### src/rtl/seg_scan_decoder.sv
// seg_scan_decoder: watches a multiplexed 4-digit, active-low seven-segment
// bus and rebuilds the 16-bit hex value being displayed. Each digit must dwell
// with a stable pattern for STABLE_CYCLES synchronised samples before it is
// captured. A frame is published once all four digits have been seen.
module seg_scan_decoder #(
  parameter int unsigned STABLE_CYCLES = 4
) (
  input  logic        clk,
  input  logic        rst,
  input  logic [3:0]  an,
  input  logic [6:0]  seg,
  output logic [15:0] value,
  output logic [3:0]  blank,
  output logic [3:0]  bad,
  output logic        frame_valid
);

  typedef enum logic [1:0] {
    IDLE,
    SETTLE,
    HELD
  } state_t;

  localparam logic [7:0] STABLE_LIMIT = 8'(STABLE_CYCLES);

  // {an, seg} through two synchroniser flops, plus the previous sample
  logic [10:0] sync1;
  logic [10:0] samp;
  logic [10:0] prev;

  state_t      state;
  state_t      state_nxt;
  logic [7:0]  cnt;
  logic [7:0]  cnt_nxt;
  logic        capture;

  logic [3:0]  an_act;
  logic        an_ok;
  logic [3:0]  dec_nib;
  logic        dec_blank;
  logic        dec_bad;

  logic [15:0] sh_value;
  logic [3:0]  sh_blank;
  logic [3:0]  sh_bad;
  logic [3:0]  mask;

  logic [15:0] new_value;
  logic [3:0]  new_blank;
  logic [3:0]  new_bad;
  logic [3:0]  new_mask;

  // Input synchroniser and previous-sample register
  always_ff @(posedge clk or posedge rst) begin
    if (rst) begin
      sync1 <= '1;
      samp  <= '1;
      prev  <= '1;
    end else begin
      sync1 <= {an, seg};
      samp  <= sync1;
      prev  <= samp;
    end
  end

  // Anode validity: exactly one active (low) anode
  always_comb begin
    an_act = ~samp[10:7];
    an_ok  = (an_act != '0) && ((an_act & (an_act - 4'd1)) == '0);
  end

  // Segment pattern (a..g, active-low) back to a nibble
  always_comb begin
    dec_nib   = '0;
    dec_blank = 1'b0;
    dec_bad   = 1'b0;
    case (samp[6:0])
      7'b0000001: dec_nib = 4'h0;
      7'b1001111: dec_nib = 4'h1;
      7'b0010010: dec_nib = 4'h2;
      7'b0000110: dec_nib = 4'h3;
      7'b1001100: dec_nib = 4'h4;
      7'b0100100: dec_nib = 4'h5;
      7'b0100000: dec_nib = 4'h6;
      7'b0001111: dec_nib = 4'h7;
      7'b0000000: dec_nib = 4'h8;
      7'b0000100: dec_nib = 4'h9;
      7'b0001000: dec_nib = 4'hA;
      7'b1100000: dec_nib = 4'hB;
      7'b0110001: dec_nib = 4'hC;
      7'b1000010: dec_nib = 4'hD;
      7'b0110000: dec_nib = 4'hE;
      7'b0111000: dec_nib = 4'hF;
      7'b1111111: dec_blank = 1'b1;
      default:    dec_bad   = 1'b1;
    endcase
  end

  // Dwell FSM state and stability counter
  always_ff @(posedge clk or posedge rst) begin
    if (rst) begin
      state <= IDLE;
      cnt   <= '0;
    end else begin
      state <= state_nxt;
      cnt   <= cnt_nxt;
    end
  end

  // Dwell FSM next state: capture fires on the edge after the counter has
  // reached the limit, so a held change is captured STABLE_CYCLES+2 edges later
  always_comb begin
    state_nxt = state;
    cnt_nxt   = cnt;
    capture   = 1'b0;
    case (state)
      IDLE: begin
        if (!an_ok) begin
          cnt_nxt = '0;
        end else begin
          state_nxt = SETTLE;
          cnt_nxt   = 8'd1;
        end
      end
      SETTLE: begin
        if (samp != prev) begin
          cnt_nxt = 8'd1;
        end else if (!an_ok) begin
          state_nxt = IDLE;
          cnt_nxt   = '0;
        end else if (cnt == STABLE_LIMIT) begin
          capture   = 1'b1;
          state_nxt = HELD;
        end else begin
          cnt_nxt = cnt + 8'd1;
        end
      end
      HELD: begin
        if (samp != prev) begin
          state_nxt = SETTLE;
          cnt_nxt   = 8'd1;
        end else if (!an_ok) begin
          state_nxt = IDLE;
          cnt_nxt   = '0;
        end
      end
      default: begin
        state_nxt = IDLE;
        cnt_nxt   = '0;
      end
    endcase
  end

  // Shadow contents with the current capture merged into the selected slot
  always_comb begin
    new_value = sh_value;
    new_blank = sh_blank;
    new_bad   = sh_bad;
    for (int unsigned j = 0; j < 4; j++) begin
      if (an_act[j]) begin
        new_value[4*j +: 4] = dec_nib;
        new_blank[j]        = dec_blank;
        new_bad[j]          = dec_bad;
      end
    end
    new_mask = mask | an_act;
  end

  // Shadow slots, capture mask and published frame
  always_ff @(posedge clk or posedge rst) begin
    if (rst) begin
      sh_value    <= '0;
      sh_blank    <= '0;
      sh_bad      <= '0;
      mask        <= '0;
      value       <= '0;
      blank       <= '1;
      bad         <= '0;
      frame_valid <= 1'b0;
    end else begin
      frame_valid <= 1'b0;
      if (capture) begin
        sh_value <= new_value;
        sh_blank <= new_blank;
        sh_bad   <= new_bad;
        if (new_mask == 4'hF) begin
          value       <= new_value;
          blank       <= new_blank;
          bad         <= new_bad;
          frame_valid <= 1'b1;
          mask        <= '0;
        end else begin
          mask <= new_mask;
        end
      end
    end
  end

endmodule

### config.mk
export PLATFORM = sky130hd
export DESIGN_NAME = seg_scan_decoder
export DESIGN_NICKNAME = d
export VERILOG_FILES = /design/src/rtl/seg_scan_decoder.sv
export SDC_FILE = /design/constraint.sdc
export NUM_CORES = 1
export LEC_CHECK = 0
export CORE_ASPECT_RATIO = 1.25
export CORE_MARGIN = 2
export CORE_UTILIZATION = 24
export CTS_CLUSTER_SIZE = 10
export DETAILED_ROUTE_END_ITERATION = 6
export PLACE_DENSITY = 0.39
export SLEW_MARGIN = 5
export SYNTH_ARGS = -nofsm -noshare
export SYNTH_HDL_FRONTEND = slang
export SYNTH_SLANG_ARGS = --single-unit
export TNS_END_PERCENT = 50
### constraint.sdc
create_clock -name clk -period 3 [get_ports clk]
set_input_delay 0.45 -clock clk [delete_from_list [all_inputs] [get_ports clk]]
set_output_delay 0.45 -clock clk [all_outputs]
set_load 0.005 [all_outputs]
# After elaboration in Yosys (flattened, before gate mapping)
# Index checks and enable logic that the tools add are counted.
# word_totals
input_bits	13
reg_bits	96
output_inout_bits	25
elab_cells	89
# op_classes
n_eq_ne	26
reduce_logical	9
bitwise_logic	3
add_sub_neg	2
n_mux	36
# op_table
cell	count
one-hot mux 4 bit (15 select lines)	1
two-way mux 8 bit	5
== test 7 x 6 -> 1 bit, second input constant	5
== test 7 bit, second input constant	5
one-hot mux 8 bit (3 select lines)	1
two-way mux 4 bit	5
two-way mux 1 bit	17
OR reduction 17 bit	1
== test 7 x 3 -> 1 bit, second input constant	2
== test 7 x 4 -> 1 bit, second input constant	2
two-way mux 2 bit	6
!= test 11 bit	1
adder 8 x 1 -> 8 bit, second input constant	1
== test 8 x 3 -> 1 bit, second input constant	1
== test 7 x 1 -> 1 bit, second input constant	1
== test 7 x 5 -> 1 bit, second input constant	1
zero test 7 bit	1
!= test 3 bit, second input constant	2
one-hot mux 2 bit (3 select lines)	1
AND 4 bit	1
== test 4 bit, second input constant	1
zero test 4 bit	1
!= test 2 bit, second input constant	2
!= test 4 bit, second input constant	1
other kinds (10)	11

# Logic depth before layout (Yosys ltp)
# Gate-level depths: netlist of the first run.
# depth
word_depth	9
depth_mapped	8
ltp_nobuf	7

# Worst setup path before layout of the first run
# No wires, ideal clock.
# synth_path
kind	flip-flop to flip-flop
startpoint	reg samp[1]
endpoint	reg sh_value[0]
stages_incl_launch_ff	8
n_path_buf	2
setup_time_ps	128
arrival_time_ps	2026
synth_period_minus_slack_ps	2153
t_required_ps	2872
setup_slack_ps	847
path_cell_list	dfstp_2 -> clkbuf_1 -> xor2_1 -> nor4_2 -> o2111ai_1 -> or3_1 -> buf_2 -> mux2_1
# synth_via
elab_chain_cells	3
word_cells_on_any_way	20
cone_classes	15 x eq/ne; 4 x mux; 1 x reduce/logical
# synth_lines
element	line_no	text
from (decl)	28	logic [10:0] samp;
from (signal assigned)	61	samp <= sync1;
== test 7 x 6 -> 1 bit (tied with other cells)	77	case (samp[6:0])
one-hot mux 4 bit (15 select lines) / two-way mux 1 bit (equally long branches)	77, 126	
two-way mux 4 bit / two-way mux 1 bit (equally long branches)	160, 116	
to (signal assigned)	183	sh_value <= new_value;
to (decl)	43	logic [15:0] sh_value;
# Several ways; a longest one is shown, not always the timed one.
# A chain may end at the register's enable or synchronous reset.

# Worst setup path in the final report of the first run
# layout_path
startpoint	reg samp[5]
endpoint	reg bad[3]
# layout_via
elab_chain_cells	4
word_cells_on_any_way	24
cone_classes	17 x eq/ne; 4 x mux; 3 x reduce/logical
# layout_lines
element	line_no	text
== test 7 bit (tied with other cells)	77	
OR reduction 17 bit (no line) / two-way mux 1 bit (equally long branches)	n/a	
two-way mux 1 bit (on tied branches)	77, 116	
two-way mux 1 bit / AND reduction 2 bit (equally long branches)	n/a	
to (signal assigned)	189	bad <= new_bad;
to (decl)	14	output logic [3:0] bad,
# Several ways; a longest one is shown, not always the timed one.

==> metrics, run 1 <==
outcome complete, no violations; synth top area cells dfrtp_1 (35%), dfstp_2 (23%), mux2i_1 (4.3%); dpl ws 404 ps; P_int 2.12 mW; CP Capture Type flop; Yosys warnings 0; detailed-route via count 2,852; area leader, netlist dfrtp_1; CTS sink cnt 96; GRT Util Overall 0.111; root buffer cell clkbuf_16; n_diodes 0; Syn-to-layout area delta 22.6%; # IOs 38; num rows 54; switching part of the total 0.226; clock transition at the registers of the reported paths 70 ps; CTS Buf Count 9; DR pass1 iterations 4; first-pass GRT wire length 15,900 um; r2r startpoint samp[5]; worst rel slew slack 0.582; Clock Latency Late Sink 350 ps; Max VDD drop 212 uV; cells on worst reg2reg path 6; Critical Path Start Type flop; die area 18,700 um^2; Final period util 0.849; nets@finish 425; sequential area share after synthesis 0.579; Setup TNS 0 ps; Detailed Place HPWL 6600 um; largest net degree at the start of global routing 42; WHS Path Cells 0; syn avg cell area 11.3 um^2; GRT Residual Overflow 0; worst clock skew 10.2 ps; Post-synth EDFFs 0; setup violators final 0; hold path start sync1[3]; 1st-iter DRT viols 98; Syn Inst Count 373; Worst-Margin Slew 622 ps; Avg WL per Cell 14.7 um; CP max FO 17; Crit. Startpoint samp[5]; Async S/R FF share, synth 1.00; Worst EP required 3230 ps; crit path setup slack, layout 454 ps; vias per inst 4.46; CP Data Arrival Time 2780 ps; Initial Util 0.244; worst hold endpoint samp[3]; HP Class reg2reg; switching power total 0.621 mW; Post-Syn Nets 388; Slew Viols, Final 0; unrepaired setup endpoints after global routing false; I/O Buffers 37; RePlAce Congestion 0.768; top cell type's share of synthesized area 0.349; CP Class reg2reg; max-cap violation count 0; H-Tree Depth 3; leakage power 2.18 nW; deepest clock path buffer count 2; FF-to-FF End bad[3]; post-synthesis cell area 4230 um^2; Hold Vio Cnt, Final 0; post-synth cell types 54; Main synth FF type dfrtp_1; fmax 0.393 GHz; Core Area 17,400 um^2; Final ANT Viol Nets 0; Synth Register Bits 96; Remaining DRCs 0; P per Cell Area 529 nW/um^2; Comb power frac 0.048; Post-CTS Setup Bufs 0; die width 123 um; total routed wirelength 9380 um; Reg2Reg Setup Slack 450 ps; Sequential Power Share 0.497; fillers 1,778; CTS tree built; clock share of power 0.455; initial antenna violation count 0; CTS resizes 0; Die Ht 152 um; layout cells sized above 1 0.195; Tmin final 2550 ps; hold buffer count at cts 0; number of global-route vias before repair 2,920
-- layout make-up --
cell class,instances,area (um^2),area share
Timing Repair Buffer,46,450,0.0869
Multi-Input combinational cell,246,1640,0.316
Sequential cell,96,2450,0.472
Clock buffer,10,229,0.0442
Tap cell,224,280,0.0541
Clock inverter,6,92.6,0.0179
Inverter,11,43.8,0.00845
-- layer usage --
metal	routed length (um)	GRT usage	up-vias	share of wire
li1	-	-	1394	-
met5	0	0	-	0
met1	4270	0.144	1396	0.46
met2	4600	0.175	47	0.49
met4	201	0.0504	0	0.021
met3	308	0.0266	15	0.033
-- cell usage in the layout (no fill, tap or decap), types with 4 or more instances in the layout --
master and count:
nand3_1 4, nor3_1 11, buf_4 8, clkbuf_16 9
nor4_1 4, a21oi_1 23, xor2_1 12, mux2_1 8
and3_1 6, dfrtp_1 59, clkdlybuf4s50_1 37, nor2_1 16
o21ai_1 9, and4_1 5, mux2_4 8, o21ai_0 25
dfstp_2 37, nand2b_1 5, inv_1 9, or3_1 6
nand2_1 41, mux2i_1 18
-- Yosys cell counts, drive strengths merged (11+ instances only) --
cell type / instances
nand2: 41
buf: 15
inv: 11
nor3: 12
dfstp: 37
nor2: 17
dfrtp: 59
xor2: 12
mux2: 16
o21ai: 34
mux2i: 18
a21oi: 23
-- registers in the layout, indices dropped and copies added, names as in the netlist --
signal       flops
sh_value        16
value           16
prev            11
samp            11
sync1           11
cnt              8
bad              4
blank            4
mask             4
sh_bad           4
sh_blank         4
state            2
frame_valid      1
-- through the flow --
stage | util | cell area (um^2) | hold slack [ps] | power, mW | instances
2_1_floorplan | - | 4230 | 345 | 1.46 | 373
3_3_place_gp | 0.280 | 4860 | 345 | 1.52 | 623
3_5_place_dp | 0.280 | 4860 | 347 | 1.52 | 623
4_1_cts | 0.299 | 5180 | 357 | 2.80 | 639
5_1_grt | 0.299 | 5180 | 359 | 2.87 | 639
6_report | 0.299 | 5180 | 355 | 2.74 | 639
-- critical path, cell delays in order (launching register included) --
cell and delay [ps]:
dfstp_2 690, xor2_1 130, nor4_2 340, nand3_2 280, nor3_2 540, and3_1 350, a21oi_1 90
-- worst max-delay path by stage --
| stage | to | slack [ps] | cells past startpoint |
|---|---|---|---|
| after CTS | bad[1] | 390 | 6 |
| after floorplan | bad[0] | 110 | 1 |
| final | bad[3] | 450 | 6 |
| after global placement | bad[2] | 430 | 6 |
| after detailed placement | bad[3] | 400 | 6 |
| after global routing | bad[2] | 160 | 6 |
-- logic make-up (layout without fill, tap and decap cells) --
family | count (synthesis) | count (layout) | share of synthesized area
and+or+nand+nor | 118 | 118 | 0.152
muxes | 34 | 34 | 0.0923
buffers and inverters | 31 | 73 | 0.0331
adders and majority gates | 2 | 2 | 0.00592
DFF | 96 | 96 | 0.579
AOI/OAI and AO/OA | 78 | 78 | 0.109
xor gates and xnor gates | 14 | 14 | 0.0290
-- power groups by stage --
stage / Sequential [mW] / Combinational (mW) / Clock (mW)
global route: 1.37 / 0.147 / 1.35
floorplan: 1.37 / 0.0945 / 0
detailed placement: 1.39 / 0.135 / 0
global placement: 1.39 / 0.135 / 0
finish: 1.36 / 0.130 / 1.25
CTS: 1.37 / 0.135 / 1.30
No activity file was read; power rests on OpenSTA's default activity.
==> run 2: changes to the inputs <==
- PLACE_DENSITY: 0.39 -> 0.38
- clock period: 3 -> 2.6 ns (I/O delays scaled with it)
==> metrics, run 2 (synthesis results as in run 1) <==
WHS Path Cells 0 (unchanged); Max VDD drop 232 uV (was 212 uV); CTS tree built (unchanged); CP Class reg2reg (unchanged); layout cells sized above 1 0.215 (was 0.195); fillers 1,774 (was 1,778); unrepaired setup endpoints after global routing false (unchanged); root buffer cell clkbuf_16 (unchanged); clock transition at the registers of the reported paths 70 ps (about the same); CP top delay family simple AND/OR/NAND/NOR gates (unchanged); Worst-Margin Slew 542 ps (was 622 ps); first-pass GRT wire length 16,600 um (was 15,900 um); HP Class reg2reg (unchanged); n_diodes 0 (unchanged); Hold Vio Cnt, Final 0 (unchanged); number of global-route vias before repair 2,935 (was 2,920); Crit-path slowest cell or4_1 (was dfstp_2); Detailed Place HPWL 6930 um (was 6600 um); FF-to-FF End sh_value[9] (was bad[3]); Slew Viols, Final 0 (unchanged); worst hold endpoint samp[0] (was samp[3]); # IOs 38 (unchanged); critical path cell sequence buf_4 -> nor2_1 -> a21boi_0 -> o22ai_1 -> or4_1 -> mux2_4 (was xor2_1 -> nor4_2 -> nand3_2 -> nor3_2 -> and3_1 -> a21oi_1); Post-CTS Setup Bufs 0 (unchanged); Critical Path Start Type flop (unchanged); total routed wirelength 10,000 um (was 9380 um); Final ANT Viol Nets 0 (unchanged); die area 18,700 um^2 (unchanged); switching power total 0.709 mW (was 0.621 mW); clock share of power 0.432 (was 0.455); vias per inst 4.40 (was 4.46); CTS Buf Count 9 (unchanged); initial antenna violation count 0 (unchanged); Bufs and invs on worst path 1 (was 0); die width 123 um (unchanged); Comb power frac 0.054 (was 0.048); deepest clock path buffer count 2 (unchanged); Avg WL per Cell 15.5 um (was 14.7 um); Setup TNS 0 ps (unchanged); 1st-iter DRT viols 95 (was 98); commonest non-fill, non-tap cell in the layout dfrtp_1 (unchanged); max-cap violation count 0 (unchanged); dpl ws 144 ps (was 404 ps); r2r startpoint samp[5] (unchanged); Largest regs sh_value x16, value x16 (unchanged); setup violators final 0 (unchanged); RePlAce Congestion 0.850 (was 0.768); P_int 2.34 mW (was 2.12 mW); worst rel slew slack 0.639 (was 0.582); Syn-to-layout area delta 24.2% (was 22.6%); Min Hold Slack 356 ps (was 355 ps); Area after DPL 4940 um^2 (was 4860 um^2); Worst EP required 2830 ps (was 3230 ps); Remaining DRCs 0 (unchanged); Initial Util 0.244 (unchanged); fmax 0.417 GHz (was 0.393 GHz); DR pass1 iterations 4 (unchanged); I/O Buffers 37 (unchanged); CP Data Arrival Time 2630 ps (was 2780 ps); cells on worst reg2reg path 6 (unchanged); largest net degree at the start of global routing 97 (was 42); hold path start sync1[0] (was sync1[3]); GRT Util Overall 0.118 (was 0.111); CTS sink cnt 96 (unchanged); H-Tree Depth 3 (unchanged); P per Cell Area 581 nW/um^2 (was 529 nW/um^2); Reg2Reg Setup Slack 200 ps (was 450 ps); Clock Latency Late Sink 350 ps (about the same); max incr delay on CP 750 ps (was 690 ps); Final period util 0.922 (was 0.849); Die Ht 152 um (unchanged); GRT Residual Overflow 0 (unchanged); worst clock skew 11.7 ps (was 10.2 ps); CP Capture Type flop (unchanged); Sequential Power Share 0.514 (was 0.497); nets@finish 434 (was 425); final instance area 5250 um^2 (was 5180 um^2); leakage power 2.22 nW (was 2.18 nW); num rows 54 (unchanged); CP max FO 9 (was 17); Tmin final 2400 ps (was 2550 ps); Layout Utilization 0.302 (was 0.299); crit path setup slack, layout 204 ps (was 454 ps); outcome complete, no violations (unchanged); commonest cells after routing, fill and taps aside dfrtp_1 (59), nand2_1 (41), dfstp_2 (37), clkdlybuf4s50_1 (37), o21ai_0 (25) (unchanged); switching part of the total 0.232 (was 0.226); Core Area 17,400 um^2 (unchanged); Crit. Startpoint samp[5] (unchanged); detailed-route via count 2,851 (was 2,852)
[run 2: stage by stage]
step           total power, mW  instances
6_report                  3.05        648
3_3_place_gp              1.76        632
2_1_floorplan             1.69        373
5_1_grt                   3.22        648
4_1_cts                   3.12        648
3_5_place_dp              1.76        632
[run 2: power groups by stage]
stage / combinational (mW) / sequential [mW] / clock (mW)
2_1_floorplan: 0.109 / 1.58 / 0
3_3_place_gp: 0.168 / 1.60 / 0
3_5_place_dp: 0.169 / 1.60 / 0
4_1_cts: 0.170 / 1.57 / 1.38
5_1_grt: 0.185 / 1.57 / 1.46
6_report: 0.164 / 1.57 / 1.32
[run 2: worst register-to-register path, delay by kind of cell, from the launching register on]
| family | cells | cell delay [ps] |
|---|---|---|
| AOI/OAI and AO/OA | 2 | 320 |
| muxes | 1 | 360 |
| buffers and inverters | 1 | 190 |
| DFF | 1 | 610 |
| and+or+nand+nor | 2 | 810 |
[run 2: worst max-delay path by stage]
stage / endpoint / slack (ps) / cells past startpoint
6_report: sh_value[9] / 200 / 6
5_1_grt: sh_value[15] / 4 / 5
4_1_cts: sh_value[8] / 120 / 5
3_5_place_dp: sh_value[8] / 140 / 5
3_3_place_gp: sh_value[15] / 180 / 5
2_1_floorplan: sh_value[0] / 450 / 7
[run 2: timing repair]
item / in CTS / in global routing
hold buffers: 0 / 0
setup endpoints to repair: 0 / 16
endpoints found under the hold margin: 0 / 0
gates resized for setup: 0 / 2
[run 2: layout make-up]
cell class | count | area [um^2] | share of cell area
multi-input cells | 246 | 1650 | 0.315
repair buffers | 55 | 531 | 0.101
inverters | 11 | 45.0 | 0.00858
well taps | 224 | 280 | 0.0534
flip-flops and latches | 96 | 2450 | 0.466
clock buffers | 13 | 272 | 0.0517
clock inverters | 3 | 23.8 | 0.00453
[run 2: layer usage]
| metal | GRT usage | vias to the layer above | share of wire |
|---|---|---|---|
| met5 | 0 | - | 0 |
| met4 | 0.0449 | 0 | 0.0097 |
| met3 | 0.0292 | 7 | 0.035 |
| met2 | 0.187 | 50 | 0.50 |
| met1 | 0.154 | 1383 | 0.45 |
| li1 | - | 1411 | - |
==> run 3: changes to the inputs <==
- ABC_CLOCK_PERIOD_IN_PS: not set -> 2600
==> results of run 3 <==
Final layout, timing and power as in run 2 (identical DEF).
==> RTL edit, RTL diff (settings of run 3) <==
Encoding of `state_t`: now one-hot (3 bits for 3 states).
--- a/src/rtl/seg_scan_decoder.sv
+++ b/src/rtl/seg_scan_decoder.sv
@@ -17,6 +17,6 @@
 
-  typedef enum logic [1:0] {
-    IDLE,
-    SETTLE,
-    HELD
+  typedef enum logic [2:0] {
+    IDLE   = 3'b001,
+    SETTLE = 3'b010,
+    HELD   = 3'b100
   } state_t;
Behaviour: no difference found for any inputs over 10 cycles, from zero or initial values and one cycle with rst high; not proved beyond that.
==> RTL edit against run 3 <==
Area after synthesis is 8.1% higher. Sequential cell count is 1 higher. Total power is 10% higher. Non-clock buffer count is 16 higher. Largest power group unchanged. Final area is 9.6% higher. Critical path depth is 1 lower. Critical endpoint is now sh_blank[3]. Worst setup slack worse by 0.048 ns. Largest cell class unchanged. Combinational power is 49% higher. Routed wire length is 15% higher.
==> RTL edit: results (changes against run 3) <==
** Global route
- Global-route met1 utilization :: 0.167 (was 0.154)
- The maximum number of pins on one net before global-route repair was 98 (was 97).
- The met3 global-route usage was 0.0276 (was 0.0292).
- Gr usage total :: 0.123 (was 0.118)
- Wire length of the first global-routing pass :: 19000 um (was 16600 um)
- GR Util met2 :: 0.194 (was 0.187)
- Number of global-route vias before repair :: 3321 (was 2935)

** Worst setup path
- Worst setup path endpoint :: sh_blank[3] (was sh_value[9])
- Worst Setup SP :: samp[9] (was samp[5])
- Biggest cell delay along the critical path :: 0.61 ns (was 0.75 ns)
- The critical register-to-register path endpoint is sh_blank[3] (was sh_value[9]).
- Path depth of the worst reg2reg path :: 5 (was 6)
- The critical path data arrival time was 2.67 ns (was 2.63 ns).
- The cell type of the slowest stage on the worst timing path was dfstp_2 (was or4_1).

** Logic synthesis
- The sequential cell area fraction in the yosys report came to 0.541 (was 0.579).
- Post-Syn Nets :: 403 (was 388)
- The distinct cell type count after synthesis came to 62 (was 54).
- Area contributors post-synth: dfrtp_1 (32%), dfstp_2 (22%), mux2_2 (8.9%), xor2_1 (2.7%), a31oi_1 (1.8%) (was dfrtp_1 (35%), dfstp_2 (23%), mux2i_1 (4.3%), nand2_1 (3.6%), o21ai_0 (3.0%)).

** Detailed routing
- Met3 wire length :: 331 um (was 355 um)
- DRT met1 WL :: 5570 um (was 4530 um)
- Vias after detailed routing :: 3239 (was 2851)
- The wire length on met2 was 5450 um (was 5060 um).
- The starting DRC count in detailed routing was 146 (was 95).

** Timing
- The transition time of the tightest slew-check pin came to 0.803 ns (was 0.542 ns).
- Fmax :: 409 MHz (was 417 MHz)
- The worst clock skew on the final layout came to 0.00551 ns (was 0.0117 ns).

** Status
- Run status: finished clean (unchanged).

** Pwr
- Internal power summed over all cells :: 2.61 mW (was 2.34 mW)
- The power in the clock group came to 1.53 mW (was 1.32 mW).
- Largest voltage drop on the vdd net :: 267 uV (was 232 uV)
- Leakage power figure :: 2.44 nW (was 2.22 nW)
- Portion of total power attributed to sequential cells :: 0.474 (was 0.514)

** Placed design
- Pre-CTS setup slack :: 0.137 ns (was 0.144 ns)
- The count of buffers from port buffering is 37 (unchanged).
- Sum of net half-perimeters after detailed placement :: 8120 um (was 6930 um)

** Final layout
- Fraction of final layout cells with drive strength greater than 1 :: 0.297 (was 0.215)
- The post-layout net count was 464 (was 434).

** CTS
- The TritonCTS buffer count came to 9 (unchanged).
[RTL edit: per-stage QoR]
step	util	power, mW	hold slack (ns)	cells	cell area, um^2
6_report	0.308	3.37	0.355	686	5760
2_1_floorplan	-	1.77	0.345	388	4580
4_1_cts	0.308	3.44	0.357	686	5760
3_3_place_gp	0.289	1.87	0.346	670	5410
5_1_grt	0.308	3.52	0.360	686	5760
3_5_place_dp	0.289	1.87	0.347	670	5410
[RTL edit: cell families (layout without fill, tap and decap cells)]
kind of cell,after synthesis,in the layout,share of synthesized area
xor+xnor,15,15,0.0287
flops,97,97,0.541
fa+ha+maj,2,2,0.00547
simple gates,115,115,0.154
buf+inv,37,103,0.0359
compound gates,78,78,0.128
mux,44,44,0.107
[RTL edit: final cells by class]
class / instances / area (um^2)
clock buffers: 9 / 225
fillers: 1862 / 13000
flip-flops and latches: 97 / 2470
inverters: 16 / 63.8
repair buffers: 71 / 651
well taps: 232 / 290
multi-input cells: 254 / 1930
clock inverters: 7 / 118
